===== config.mk =====
export PLATFORM = sky130hd
export DESIGN_NAME = mandelbrot_pixel_sink
export DESIGN_NICKNAME = d
export VERILOG_FILES = /design/src/rtl/mandelbrot_pixel_sink.sv
export SDC_FILE = /design/constraint.sdc
export NUM_CORES = 1
export LEC_CHECK = 0
export ABC_AREA = 0
export CAP_MARGIN = 20
export CORE_UTILIZATION = 61
export DETAILED_ROUTE_END_ITERATION = 8
export PLACE_DENSITY = 0.84
export SKIP_LAST_GASP = 1
export SLEW_MARGIN = 25
export SYNTH_ARGS = -nofsm -noshare
export SYNTH_HDL_FRONTEND = slang
export SYNTH_SLANG_ARGS = --single-unit
export TNS_END_PERCENT = 50

===== constraint.sdc =====
create_clock -name clk -period 3.64 [get_ports clk]
set_input_delay 0.728 -clock clk [delete_from_list [all_inputs] [get_ports clk]]
set_output_delay 0.728 -clock clk [all_outputs]
set_load 0.02 [all_outputs]

===== src/rtl/mandelbrot_pixel_sink.sv =====
// Pixel sink for the Mandelbrot engine: paces run/running handshakes, packs two 4-bit results per byte
// into a small FIFO and streams them out with an end-of-frame flag. Optional frame-length checker: MANDELBROT_SINK_FRAME_CHECK_EN.
//
// state       | meaning
// ------------+----------------------------------------------------------
// S_SYNC      | wait for engine to go idle; any result present is dropped
// S_IDLE      | wait for enable and a free FIFO entry
// S_ISSUE     | run pulse (one cycle)
// S_WAIT_START| wait for engine to raise running
// S_WAIT_DONE | wait for running to fall, then capture ctr_in/finished
`timescale 1ns/1ps
module mandelbrot_pixel_sink #(
  parameter int WIDTH      = 320,
  parameter int HEIGHT     = 240,
  parameter int FIFO_DEPTH = 4
) (
  input  logic       clk,
  input  logic       reset,
  input  logic       enable,
  output logic       run,
  input  logic       running,
  input  logic [3:0] ctr_in,
  input  logic       finished,
  output logic [7:0] out_data,
  output logic       out_valid,
  input  logic       out_ready,
  output logic       out_last,
  output logic       frame_done,
  output logic       frame_error
);

  localparam int AW = $clog2(FIFO_DEPTH);
  localparam int CW = $clog2(FIFO_DEPTH + 1);

  if (FIFO_DEPTH < 2 || (FIFO_DEPTH & (FIFO_DEPTH - 1)) != 0) begin : g_bad_depth
    $error("mandelbrot_pixel_sink: FIFO_DEPTH must be a power of two >= 2");
  end
  if (WIDTH < 1 || HEIGHT < 1) begin : g_bad_frame
    $error("mandelbrot_pixel_sink: WIDTH and HEIGHT must be >= 1");
  end

  typedef enum logic [2:0] {
    S_SYNC,
    S_IDLE,
    S_ISSUE,
    S_WAIT_START,
    S_WAIT_DONE
  } state_t;

  state_t state, state_nxt;
  logic   capture;

  logic [3:0]    half;
  logic          half_pend;
  logic          push, pop;
  logic [8:0]    push_word;
  logic [8:0]    head;
  logic [8:0]    mem [FIFO_DEPTH];
  logic [AW-1:0] wr_ptr, rd_ptr;
  logic [CW-1:0] count;

  always_ff @(posedge clk or posedge reset) begin
    if (reset) state <= S_SYNC;
    else       state <= state_nxt;
  end

  always_comb begin
    state_nxt = state;
    run       = 1'b0;
    capture   = 1'b0;
    case (state)
      S_SYNC:       if (!running) state_nxt = S_IDLE;
      S_IDLE:       if (enable && count < CW'(FIFO_DEPTH)) state_nxt = S_ISSUE;
      S_ISSUE: begin
        run       = 1'b1;
        state_nxt = S_WAIT_START;
      end
      S_WAIT_START: if (running) state_nxt = S_WAIT_DONE;
      S_WAIT_DONE: begin
        if (!running) begin
          capture   = 1'b1;
          state_nxt = S_IDLE;
        end
      end
      default:      state_nxt = S_SYNC;
    endcase
  end

  // A finished pixel with no partner is flushed alone in the low nibble.
  assign push      = capture && (finished || half_pend);
  assign push_word = half_pend ? {finished, ctr_in, half} : {1'b1, 4'h0, ctr_in};
  assign pop       = out_valid && out_ready;

  always_ff @(posedge clk or posedge reset) begin
    if (reset) begin
      half       <= 4'h0;
      half_pend  <= 1'b0;
      frame_done <= 1'b0;
    end else begin
      frame_done <= capture && finished;
      if (capture) begin
        if (finished || half_pend) begin
          half_pend <= 1'b0;
        end else begin
          half      <= ctr_in;
          half_pend <= 1'b1;
        end
      end
    end
  end

  always_ff @(posedge clk or posedge reset) begin
    if (reset) begin
      wr_ptr <= '0;
      rd_ptr <= '0;
      count  <= '0;
      for (int i = 0; i < FIFO_DEPTH; i++) mem[i] <= 9'h0;
    end else begin
      if (push) begin
        mem[wr_ptr] <= push_word;
        wr_ptr      <= wr_ptr + AW'(1);
      end
      if (pop) rd_ptr <= rd_ptr + AW'(1);
      case ({push, pop})
        2'b10:   count <= count + CW'(1);
        2'b01:   count <= count - CW'(1);
        default: count <= count;
      endcase
    end
  end

  assign head                 = mem[rd_ptr];
  assign out_valid            = (count != '0);
  assign {out_last, out_data} = out_valid ? head : 9'h0;

`ifdef MANDELBROT_SINK_FRAME_CHECK_EN
  localparam int PIX = WIDTH * HEIGHT;
  localparam int PCW = $clog2(PIX + 1);

  logic [PCW-1:0] pix_cnt;
  logic           at_last;
  logic           err_q;

  assign at_last = ((pix_cnt + PCW'(1)) == PCW'(PIX));

  always_ff @(posedge clk or posedge reset) begin
    if (reset) begin
      pix_cnt <= '0;
      err_q   <= 1'b0;
    end else if (capture) begin
      if (finished) begin
        if (!at_last) err_q <= 1'b1;
        pix_cnt <= '0;
      end else begin
        if (at_last) err_q <= 1'b1;
        pix_cnt <= pix_cnt + PCW'(1);
      end
    end
  end

  assign frame_error = err_q;
`else
  assign frame_error = 1'b0;
`endif

endmodule

==> impl_metrics.yaml <==
clock_tree:
  cts_made_buffers: 5
  clockBufferDepth: 2
  clk_pin_slew_ps: 90
  cts_tree: "built"
  h-tree-depth: 2
  ctsResizeCount: 0
  clk-insertion-delay-late_ps: 310
  postCtsHoldBufs: 0
  post_cts_buffers: 0
  cts_root_buffer: "clkbuf_8"
  cts.sinks: 52
logic_synthesis:
  netlist-cell-type-count: 32
  synth_top_area_frac: 0.514
  synth_seq_cells: 52
  synth_edf_count: 0
  yosysWarnings: 0
  syn_area_um2: 2530
  netlist.top_cell.by_area: "dfrtp_1"
  avgSynthCellArea_um2: 14.1
  synthFlopType: "dfrtp_1"
  syn_inst: 180
  yosysMostFrequentCell: "dfrtp_1"
  yosys-top-cells-count: "52 x dfrtp_1, 41 x mux2_2, 16 x and2_1, 12 x inv_1, 9 x mux4_2"
  syn_nets: 196
  synth-async-reset-ratio: 1.00
  synthTopCellsByArea: "dfrtp_1 51%, mux2_2 18%, mux4_2 8.0%"
  yosysSeqAreaShare: 0.514
placed_design:
  dp_cells: 244
  portBuffers: 21
  globalplace.congestion: 0.742
  dpl.hpwl_um: 3230
  post_dp_cell_area_um2: 2770
  pre_cts_ws_ps: 413
layout:
  diodes: 0
  syn_to_final_growth_pct: 12.8
  drive_above_1_share: 0.312
  nets: 217
  fin_util: 0.714
  final_cells: 252
  final_area_um2: 2860
power_and_ir_drop:
  intPower_mw: 1.11
  p_leak_nw: 1.33
  pwr-share-seq: 0.498
  ir_worst_vdd_mv: 0.479
  p_comb_frac: 0.306
  switching_share: 0.337
  power.switching_mw: 0.563
  powerDensity_nw_per_um2: 586
  power.share.clock: 0.196
hold_path:
  hold_class: "register to register"
  min_to: "count[0]"
  min_from: "count[0]"
  whs_path_depth: 1
sta:
  fin_setup_tns_ps: 0
  setup_viol: 0
  tightest_slew_ps: 881
  layout_setup_ws_ps: 538
  maxSlewViolCount: 0
  min_period_ps: 3100
  slew_headroom: 0.412
  finClkSkew_ps: 10.1
  rsz0062_at_grt: "false"
  finalCritPeriodShare: 0.852
  hold_violations: 0
  fmax_mhz: 322
die:
  row_count: 23
  core_um2: 4000
  ios: 23
  fp.dieArea_um2: 4410
  fp.dieH_um: 66.4
  die_width_um: 66.4
  start_util: 0.633
critical_path:
  rr_worst_depth: 9
  r2r-end: "count[2]"
  r2r-start: "state[0]"
  cp.required_ps: 2910
  regToRegSetupSlack_ps: 1130
  worstPathArrival_ps: 2370
  crit_start: "rd_ptr[0]"
  criticalPathCategory: "register to primary output"
  end_kind: "primary output"
  critical_path.startpoint_type: "register"
  cp_max_fo: 11
global_route:
  grt_pass1_vias: 1540
  grt_max_degree: 53
  overflow: 0
  grt_pass1_wl_um: 7650
  antenna_found_initial: 0
  globalRouteTotalUtil: 0.248
routing:
  drtAntennaViolNets: 0
  drc: 0
  drt_iter0_drc: 67
  wl_um: 4590
  avgRoutedWirePerCell_um: 18.2
  firstDrtPassIters: 4
  vias: 1435
  viasPerCell: 5.69
outcome:
  status: "completed"
job:
  max_cap_viol_count: 0
==> layout by cell type, fill, tap and decap left out, types with 2 or more instances in the layout <==
cell type	count
and2_1	16
clkbuf_8	5
clkdlybuf4s50_1	21
dfrtp_1	52
ha_1	5
inv_1	11
mux2_2	41
mux4_2	9
nand2_1	4
nand2b_1	2
nor2_1	3
nor3b_4	4
o2bb2ai_1	4
xnor2_1	4
xor2_1	2
==> critical path: stages, from the launching register on <==
cell	delay, ps
dfrtp_1	780
mux4_2	580
and2_1	180
clkdlybuf4s50_1	540
==> area by class of cell <==
type                    count  area [um2]
fillers                   265        1140
well taps                  50        62.6
clock inverters             2        16.3
multi-input cells         109        1150
clock buffers               6        72.6
repair buffers             21         210
inverters                  12        46.3
flip-flops and latches     52        1300
==> routing by layer <==
| layer | up-vias | global-route usage | share of wire |
|---|---|---|---|
| met5 | - | 0 | 0 |
| met4 | 0 | 0.109 | 0.016 |
| met3 | 6 | 0.0569 | 0.024 |
| li1 | 668 | - | - |
| met2 | 24 | 0.406 | 0.51 |
| met1 | 737 | 0.314 | 0.45 |
==> through the flow <==
stage	hold slack (ps)	power (mW)
after floorplan	462	1.20
after global placement	482	1.32
after detailed placement	493	1.36
after CTS	514	1.69
after global routing	528	1.77
final	508	1.67
==> power groups by stage <==
stage	Sequential [mW]	Clock [mW]	Combinational, mW
4_1_cts	0.835	0.335	0.516
6_report	0.833	0.328	0.511
2_1_floorplan	0.754	0	0.442
5_1_grt	0.857	0.353	0.559
3_3_place_gp	0.835	0	0.487
3_5_place_dp	0.846	0	0.515
==> worst max-delay path by stage <==
stage,endpoint,cells after the start
3_5_place_dp,count[2],10
3_3_place_gp,count[2],10
5_1_grt,out_data[2],3
6_report,out_data[2],3
4_1_cts,out_data[2],3
2_1_floorplan,count[2],10
==> registers in the layout, indices dropped and copies added (netlist names) <==
name and flops:
mem 36, half 4, count 3, state 3, rd_ptr 2, wr_ptr 2
frame_done 1, half_pend 1
==> kinds of logic after synthesis <==
family	Yosys count	share of synthesized area
simple gates	36	0.104
mux	51	0.266
flops	52	0.514
buf+inv	19	0.0331
fa+ha+maj	6	0.0326
other cells	1	0.00148
compound gates	9	0.0272
xor+xnor	6	0.0208
Note: power is estimated with default switching activity, not from simulation.
